==> src/rtl/ibex_register_file_mp.sv <==
// Flip-flop register file: N combinational read ports, two prioritised write
// ports (B wins), optional write-to-read bypass and a one-word-per-cycle wipe.
module ibex_register_file_mp #(
  parameter bit                    RV32E        = 1'b0,
  parameter int unsigned           DataWidth    = 32,
  parameter int unsigned           NumReadPorts = 3,
  parameter bit                    WriteBypass  = 1'b1,
  parameter logic [DataWidth-1:0]  WordZeroVal  = '0
) (
  input  logic                              clk_i,
  input  logic                              rst_i,
  input  logic [5*NumReadPorts-1:0]         raddr_i,
  output logic [DataWidth*NumReadPorts-1:0] rdata_o,
  input  logic [4:0]                        waddr_a_i,
  input  logic [DataWidth-1:0]              wdata_a_i,
  input  logic                              we_a_i,
  input  logic [4:0]                        waddr_b_i,
  input  logic [DataWidth-1:0]              wdata_b_i,
  input  logic                              we_b_i,
  input  logic                              wipe_req_i,
  output logic                              wipe_busy_o,
  output logic                              wipe_done_o,
  output logic                              err_o
);

  localparam int unsigned ADDR_WIDTH = RV32E ? 4 : 5;
  localparam int unsigned NUM_WORDS  = 2 ** ADDR_WIDTH;

  typedef enum logic [1:0] {IDLE, WIPE, DONE} wipe_state_e;

  wipe_state_e           state_q, state_d;
  logic [ADDR_WIDTH-1:0] wipe_cnt_q;
  logic [DataWidth-1:0]  mem_q [1:NUM_WORDS-1];
  logic [DataWidth-1:0]  words [NUM_WORDS];
  logic                  err_q;

  logic [ADDR_WIDTH-1:0] addr_a, addr_b;
  logic                  wipe_active, wr_a, wr_b, collision, dropped;

  // Upper address bits are deliberately ignored.
  logic unused_addr_bits;
  assign unused_addr_bits = ^{raddr_i, waddr_a_i, waddr_b_i};

  assign addr_a      = waddr_a_i[ADDR_WIDTH-1:0];
  assign addr_b      = waddr_b_i[ADDR_WIDTH-1:0];
  assign wipe_active = (state_q == WIPE);
  assign wr_a        = we_a_i && !wipe_active && (addr_a != '0);
  assign wr_b        = we_b_i && !wipe_active && (addr_b != '0);
  assign collision   = wr_a && wr_b && (addr_a == addr_b);
  assign dropped     = wipe_active && (we_a_i || we_b_i);

  always_ff @(posedge clk_i or posedge rst_i) begin
    if (rst_i) state_q <= IDLE;
    else       state_q <= state_d;
  end

  always_comb begin
    state_d = state_q;
    unique case (state_q)
      IDLE:    if (wipe_req_i) state_d = WIPE;
      WIPE:    if (wipe_cnt_q == ADDR_WIDTH'(NUM_WORDS - 1)) state_d = DONE;
      DONE:    state_d = IDLE;
      default: state_d = IDLE;
    endcase
  end

  always_ff @(posedge clk_i or posedge rst_i) begin
    if (rst_i) begin
      wipe_cnt_q <= '0;
    end else if (state_q == IDLE && wipe_req_i) begin
      wipe_cnt_q <= ADDR_WIDTH'(1);
    end else if (wipe_active) begin
      wipe_cnt_q <= wipe_cnt_q + ADDR_WIDTH'(1);
    end
  end

  always_ff @(posedge clk_i or posedge rst_i) begin
    if (rst_i) err_q <= 1'b0;
    else       err_q <= collision || dropped;
  end

  // Wipe owns the array while active; otherwise port B overrides port A.
  always_ff @(posedge clk_i or posedge rst_i) begin
    if (rst_i) begin
      for (int i = 1; i < NUM_WORDS; i++) mem_q[i] <= WordZeroVal;
    end else begin
      for (int i = 1; i < NUM_WORDS; i++) begin
        if (wipe_active) begin
          if (wipe_cnt_q == ADDR_WIDTH'(i)) mem_q[i] <= WordZeroVal;
        end else if (wr_b && addr_b == ADDR_WIDTH'(i)) begin
          mem_q[i] <= wdata_b_i;
        end else if (wr_a && addr_a == ADDR_WIDTH'(i)) begin
          mem_q[i] <= wdata_a_i;
        end
      end
    end
  end

  assign words[0] = WordZeroVal;
  for (genvar w = 1; w < NUM_WORDS; w++) begin : g_words
    assign words[w] = mem_q[w];
  end

  for (genvar p = 0; p < NumReadPorts; p++) begin : g_read
    logic [ADDR_WIDTH-1:0] ra;
    logic [DataWidth-1:0]  rd;
    assign ra = raddr_i[5*p +: ADDR_WIDTH];
    always_comb begin
      rd = words[ra];
      if (WriteBypass && ra != '0) begin
        if (wr_b && addr_b == ra)      rd = wdata_b_i;
        else if (wr_a && addr_a == ra) rd = wdata_a_i;
      end
    end
    assign rdata_o[DataWidth*p +: DataWidth] = rd;
  end

  assign wipe_busy_o = (state_q == WIPE);
  assign wipe_done_o = (state_q == DONE);
  assign err_o       = err_q;

endmodule

==> config.mk <==
export PLATFORM = sky130hd
export DESIGN_NAME = ibex_register_file_mp
export DESIGN_NICKNAME = d
export VERILOG_FILES = /design/src/rtl/ibex_register_file_mp.sv
export SDC_FILE = /design/constraint.sdc
export NUM_CORES = 2
export LEC_CHECK = 0
export BUFFER_PORTS_ARGS = -buffer_cell sky130_fd_sc_hd__buf_2
export CAP_MARGIN = 20
export CELL_PAD_IN_SITES_DETAIL_PLACEMENT = 0
export CELL_PAD_IN_SITES_GLOBAL_PLACEMENT = 1
export CORE_ASPECT_RATIO = 1.4
export CORE_MARGIN = 2
export CORE_UTILIZATION = 44
export DETAILED_ROUTE_END_ITERATION = 10
export PLACE_DENSITY = 0.72
export SYNTH_ARGS = -nofsm -noshare
export SYNTH_HDL_FRONTEND = slang
export SYNTH_SLANG_ARGS = --single-unit
==> constraint.sdc <==
create_clock -name clk_i -period 35.8 [get_ports clk_i]
set_input_delay 3.58 -clock clk_i [delete_from_list [all_inputs] [get_ports clk_i]]
set_output_delay 3.58 -clock clk_i [all_outputs]
set_load 0.01 [all_outputs]
# Word level (Yosys, flattened, before mapping)

Cells that the tools add are included.

Flip-flop bits (word level): 1000
Input port bits: 94
Output and inout bits: 99
Word-level logic and storage cells: 471

$add $sub $neg: 1
$lt $le $gt $ge: 3
Eq/ne operators: 134
Mux-type cells: 147
Bitwise logic cells: 3
Reductions and logical operators: 149

Operators with widths:

| cell                                                             | number |
|---|---|
| 32-bit 2-to-1 mux                                                | 139 |
| 32-bit binary-select mux with 5-bit select                       | 3 |
| 5-bit == test (second input constant)                            | 48 |
| 5-bit by 4-bit == test with 1-bit output (second input constant) | 24 |
| 3-bit nonzero test                                               | 31 |
| 1-bit logical AND                                                | 76 |
| 2-bit AND reduction                                              | 32 |
| 2-bit by 1-bit != test with 1-bit output (second input constant) | 31 |
| 5-bit by 3-bit == test with 1-bit output (second input constant) | 12 |
| 5-bit == test                                                    | 7 |
| 5-bit by 2-bit == test with 1-bit output (second input constant) | 6 |
| 5-bit nonzero test                                               | 5 |
| 6-bit >= comparator (second input constant)                      | 3 |
| 5-bit inverter with 6-bit output                                 | 3 |
| 5-bit by 1-bit == test with 1-bit output (second input constant) | 3 |
| 5-bit 2-to-1 mux                                                 | 2 |
| 5-bit by 1-bit adder with 5-bit output (second input constant)   | 1 |
| 2-bit 2-to-1 mux                                                 | 2 |
| 2-bit case mux with 2 select lines                               | 1 |
| 2-bit by 1-bit == test with 1-bit output (second input constant) | 1 |
| 2-bit == test (second input constant)                            | 1 |
| 2-bit zero test                                                  | 1 |
| 1-bit logical OR                                                 | 2 |
| 2-bit != test (second input constant)                            | 1 |
| other kinds (2)                                                  | 2 |

# Depth between registers and ports, before layout

Word-level depth: 8
Depth in mapped cells: 11
Gate-level depth less buffers: 7

# Worst setup path after synthesis

Ideal clock, no wire load.

Path kind: input port to output port
Start: in raddr_i[5]
End: out rdata_o[34]
Arrival time: 5.679 ns
Path slack: 26.541 ns
Cell stages on the path: 7
Path buffers: 3
Path through: buf_2 buf_2 buf_1 mux4_2 o22ai_1 nor3_1 or3_1

Cells in the longest elaborated chain, start to end: 7
Elaborated cells between the ends (all ways): 12

Ends and longest elaborated chain:

| what                                                   | RTL line | text |
|---|---|---|
| start: declaration                                     | 12       | `input logic [5*NumReadPorts-1:0] raddr_i,` |
| 5-bit inverter with 6-bit output (implied by the code) | 109      | `rd = words[ra];` |
| 32-bit binary-select mux with 5-bit select             | 109      |  |
| 32-bit 2-to-1 mux (implied by the code) (2 in series)  | 109      |  |
| 32-bit 2-to-1 mux                                      | 112      | `else if (wr_a && addr_a == ra) rd = wdata_a_i;` |
| 32-bit 2-to-1 mux                                      | 111      | `if (wr_b && addr_b == ra) rd = wdata_b_i;` |
| 32-bit 2-to-1 mux (*)                                  | 110      | `if (WriteBypass && ra != '0) begin` |
| end: declaration                                       | 13       | `output logic [DataWidth*NumReadPorts-1:0] rdata_o,` |

Mark *: on every way between the ends. The rest lies on a longest branch, timed or not. The select of a mux whose other input is x is not followed.

# Worst setup path after layout

Start: in waddr_b_i[2]
End: out rdata_o[24]

Cells in the longest elaborated chain, start to end: 5
Elaborated cells between the ends (all ways): 6

Ends and longest elaborated chain:

| what                  | RTL line | text |
|---|---|---|
| start: declaration    | 17       | `input logic [4:0] waddr_b_i,` |
| 5-bit nonzero test    | 48       | `assign wr_b = we_b_i && !wipe_active && (addr_b != '0);` |
| 1-bit logical AND     | 48       |  |
| 1-bit logical AND (*) | 111      |  |
| 32-bit 2-to-1 mux (*) | 111      |  |
| 32-bit 2-to-1 mux (*) | 110      |  |

Mark *: on every way between the ends. The rest lies on a longest branch, timed or not.

==> impl_metrics.tcl <==
set metrics [dict create \
    cts_max_path_buffers 3 \
    io_buffers 192 \
    synth_enable_flop_cells 0 \
    setup-tns-final_ns 0 \
    setup_viol_count_final 0 \
    yosys_most_used_dff "sky130_fd_sc_hd__dfrtp_1" \
    syn_inst 7685 \
    proportion_of_synthesized_chip_area_in_sequential_cells_pct 33.3 \
    final_nets 7283 \
    ctsRootBufferMaster "sky130_fd_sc_hd__clkbuf_16" \
    timing.slew.headroom_pct 11.0 \
    critPathMaxFanout 35 \
    worstPathCellList "buf_2 > nor2_1 > a211oi_1 > nand3_4 > buf_4 > or3b_2 > buf_4 > nor3_1 > or3_1 > buf_2" \
    pwr_cell_area_nw_per_um2 59.1 \
    tightestPinTransition_ns 1.34 \
    detailed_place.area_um2 77100 \
    clock_latency_on_the_worst_skew_pair_ns 0.82 \
    area_of_the_die_um2 174000 \
    finalCriticalPeriod_ns 12.00 \
    area_delta_synth_final_pct 8.27 \
    cpMaxStageDelayCell "sky130_fd_sc_hd__a211oi_1" \
    critPathTopFamily "simple AND/OR/NAND/NOR gates" \
    detail_route.wl_per_cell_um 39.0 \
    timing.critical_path.buf_inv 4 \
    post-place-cells 9323 \
    initial_utilization_pct 44.2 \
    avgSynthCellArea_um2 9.77 \
    pleak_nw 34.4 \
    ys_top_cells_by_area "sky130_fd_sc_hd__dfrtp_1 (33%), sky130_fd_sc_hd__mux2i_1 (22%), sky130_fd_sc_hd__mux4_2 (12%)" \
    skew_ns 0.0465 \
    count_of_state_elements_after_synthesis 1000 \
    synth_top_area_share_pct 33.3 \
    synth.net_count 7785 \
    grt_setup_unrepaired "no" \
    critical_path_cell_count 10 \
    hold_path.class "reg2reg" \
    grt_use_total_pct 42.0 \
    cts-resized-gates 0 \
    top_library_cells_by_usage_in_the_layout_fill_and_taps_aside "sky130_fd_sc_hd__mux2i_1 (1661), sky130_fd_sc_hd__dfrtp_1 (1000), sky130_fd_sc_hd__nand2_1 (968)" \
    drc_errors 0 \
    cts_sinks 1000 \
    placeableCoreArea_um2 170000 \
    most_common_cell_after_layout_fill_and_taps_aside "sky130_fd_sc_hd__mux2i_1" \
    fraction_of_layout_instances_using_a_drive_strength_above_1_pct 15.3 \
    gp_congestion 0.972 \
    drt.antenna.violating_nets 0 \
    worstPathRequired_ns 32.22 \
    run_status "finished clean" \
    clk_transition_reported_paths_ns 0.05 \
    dp_hpwl_um 210000 \
    cts_htree_levels 3 \
    cp-start-kind "input pin" \
    crit_path_end_kind "primary output" \
    postCtsSetupRepairBufs 0 \
    hold_depth 2 \
    synth_largest_area_cell "sky130_fd_sc_hd__dfrtp_1" \
    worst-r2r-cell-count 9 \
    final.setup.worst_slack_ns 23.80 \
    placementRows 179 \
    timing.setup.critical_path_class "in2out" \
    first_global_vias 68800 \
    die_x_um 353 \
    stdcell_area_um2 81300 \
    dp_worst_setup_slack_ns 24.08 \
    final_max_slew_viol_count 0 \
    cts_inserted_buffers 111 \
    fin_cells 9586 \
    drv_cap 0 \
    via_per_inst 7.44 \
    firstDrtPassIters 7 \
    n_fill_cell 16100 \
    synthArstFlopShare_pct 100 \
    fin_crit_share_pct 33.5 \
    fin_worst_hold_slack_ns 0.513 \
    crit_path_max_incr_delay_ns 0.84 \
    post_cts_hold_buffer_count 0 \
    chipHeight_um 493 \
    post_synth_num_cell_types 68 \
    total_congestion_overflow_after_global_routing 0 \
    post_synth_instance_area_um2 75100 \
    yosys_warning_count 0 \
    wl_um 374000 \
    antenna_violations_before_repair 32 \
    fmax_mhz 83.3 \
    peak_ir_drop_on_the_vdd_network_uv 51.8 \
    grt_start_max_net_pins 141 \
    io_pins 193 \
    grt_pass1_wl_um 525000 \
    cts_tree "yes" \
    num_vias 71300 \
    critPathArrivalTime_ns 8.42 \
    timing_hold_violations_final 0 \
    drtIter0Drc 10100 \
]
-- worst register-to-register path: cells and delay by family (launching register included) --
kind            cells  cell delay, ns
simple gates        3            1.16
flops               1            0.42
buf+inv             3            1.94
compound gates      3            1.39
-- logic make-up (layout without fill, tap and decap cells) --
group / after synthesis / count (layout) / share of synthesized area [%]
muxes: 2049 / 2049 / 33.8
other: 0 / 47 / 0
buffers and inverters: 1030 / 622 / 5.66
and+or+nand+nor: 1560 / 1560 / 9.23
xor gates and xnor gates: 35 / 35 / 0.408
DFF: 1000 / 1000 / 33.3
AOI/OAI and AO/OA: 2005 / 2005 / 17.5
adders and majority gates: 6 / 6 / 0.0999
-- worst paths after layout --
| check | endpoint | slack (ns) | startpoint |
|---|---|---|---|
| worst min-delay path | mem_q[573]$_DFFE_PP0P_ | 0.51 | mem_q[573]$_DFFE_PP0P_ |
| worst min register to register | mem_q[573]$_DFFE_PP0P_ | 0.51 | mem_q[573]$_DFFE_PP0P_ |
| worst max-delay path | rdata_o[24] | 23.80 | waddr_b_i[2] |
| min in group asynchronous | mem_q[244]$_DFFE_PP0P_ | 2.84 | rst_i |
| max in group asynchronous | mem_q[224]$_DFFE_PP0P_ | 28.83 | rst_i |
| worst max register to register | mem_q[800]$_DFFE_PP0P_ | 30.81 | state_q[1]$_DFFE_PP0P_ |
-- per-layer routing --
layer  global-route usage (%)  vias up  part of all wire [%]
met1                     49.9    35300                    35
li1                         -    28200                     -
met5                        0        -                 0.032
met3                     13.8     1939                    13
met2                     60.6     5830                    42
met4                     37.7       16                    10
-- stage by stage --
step           utilization (%)  power, mW
2_1_floorplan                -       2.88
3_3_place_gp              45.4       3.40
3_5_place_dp              45.4       3.45
4_1_cts                   47.8       4.74
5_1_grt                   47.9       4.99
6_report                  47.9       4.80
-- power breakdown --
| group | internal [mW] | switching, mW |
|---|---|---|
| registers | 1.49 | 0.391 |
| clock network | 0.744 | 0.557 |
| logic | 0.648 | 0.974 |
| total | 2.88 | 1.92 |
-- registers in the layout, indices dropped and copies added (netlist names) --
| register | count |
|---|---|
| wipe_cnt_q | 5 |
| mem_q | 992 |
| state_q | 2 |
| err_o | 1 |
-- cell usage after synthesis, types with 15 or more instances --
master                      instances
sky130_fd_sc_hd__or3_1             97
sky130_fd_sc_hd__o22ai_1          186
sky130_fd_sc_hd__mux4_2           387
sky130_fd_sc_hd__nor2_1           106
sky130_fd_sc_hd__o31ai_1          486
sky130_fd_sc_hd__a21oi_1          296
sky130_fd_sc_hd__o2bb2ai_1         64
sky130_fd_sc_hd__dfrtp_1         1000
sky130_fd_sc_hd__clkbuf_1         630
sky130_fd_sc_hd__buf_1            123
sky130_fd_sc_hd__mux2i_1         1661
sky130_fd_sc_hd__buf_2            241
sky130_fd_sc_hd__o21ai_0          514
sky130_fd_sc_hd__a31oi_1           96
sky130_fd_sc_hd__o221ai_1         285
sky130_fd_sc_hd__xor2_1            25
sky130_fd_sc_hd__nor3_1           195
sky130_fd_sc_hd__nand3_1           86
sky130_fd_sc_hd__o21ai_1           15
sky130_fd_sc_hd__a21boi_1          21
sky130_fd_sc_hd__nand2_1          983
-- final cells by class --
| type | instances | area (um^2) | share of cell area, % |
|---|---|---|---|
| Tap cell | 2262 | 2830 | 3.48 |
| Clock buffer | 151 | 3170 | 3.90 |
| Multi-Input combinational cell | 5655 | 46500 | 57.2 |
| Clock inverter | 56 | 817 | 1.00 |
| Inverter | 18 | 101 | 0.125 |
| Antenna cell | 47 | 118 | 0.145 |
| Timing Repair Buffer | 397 | 2750 | 3.38 |
| Sequential cell | 1000 | 25000 | 30.8 |
Power figures use the tool's default switching activity.
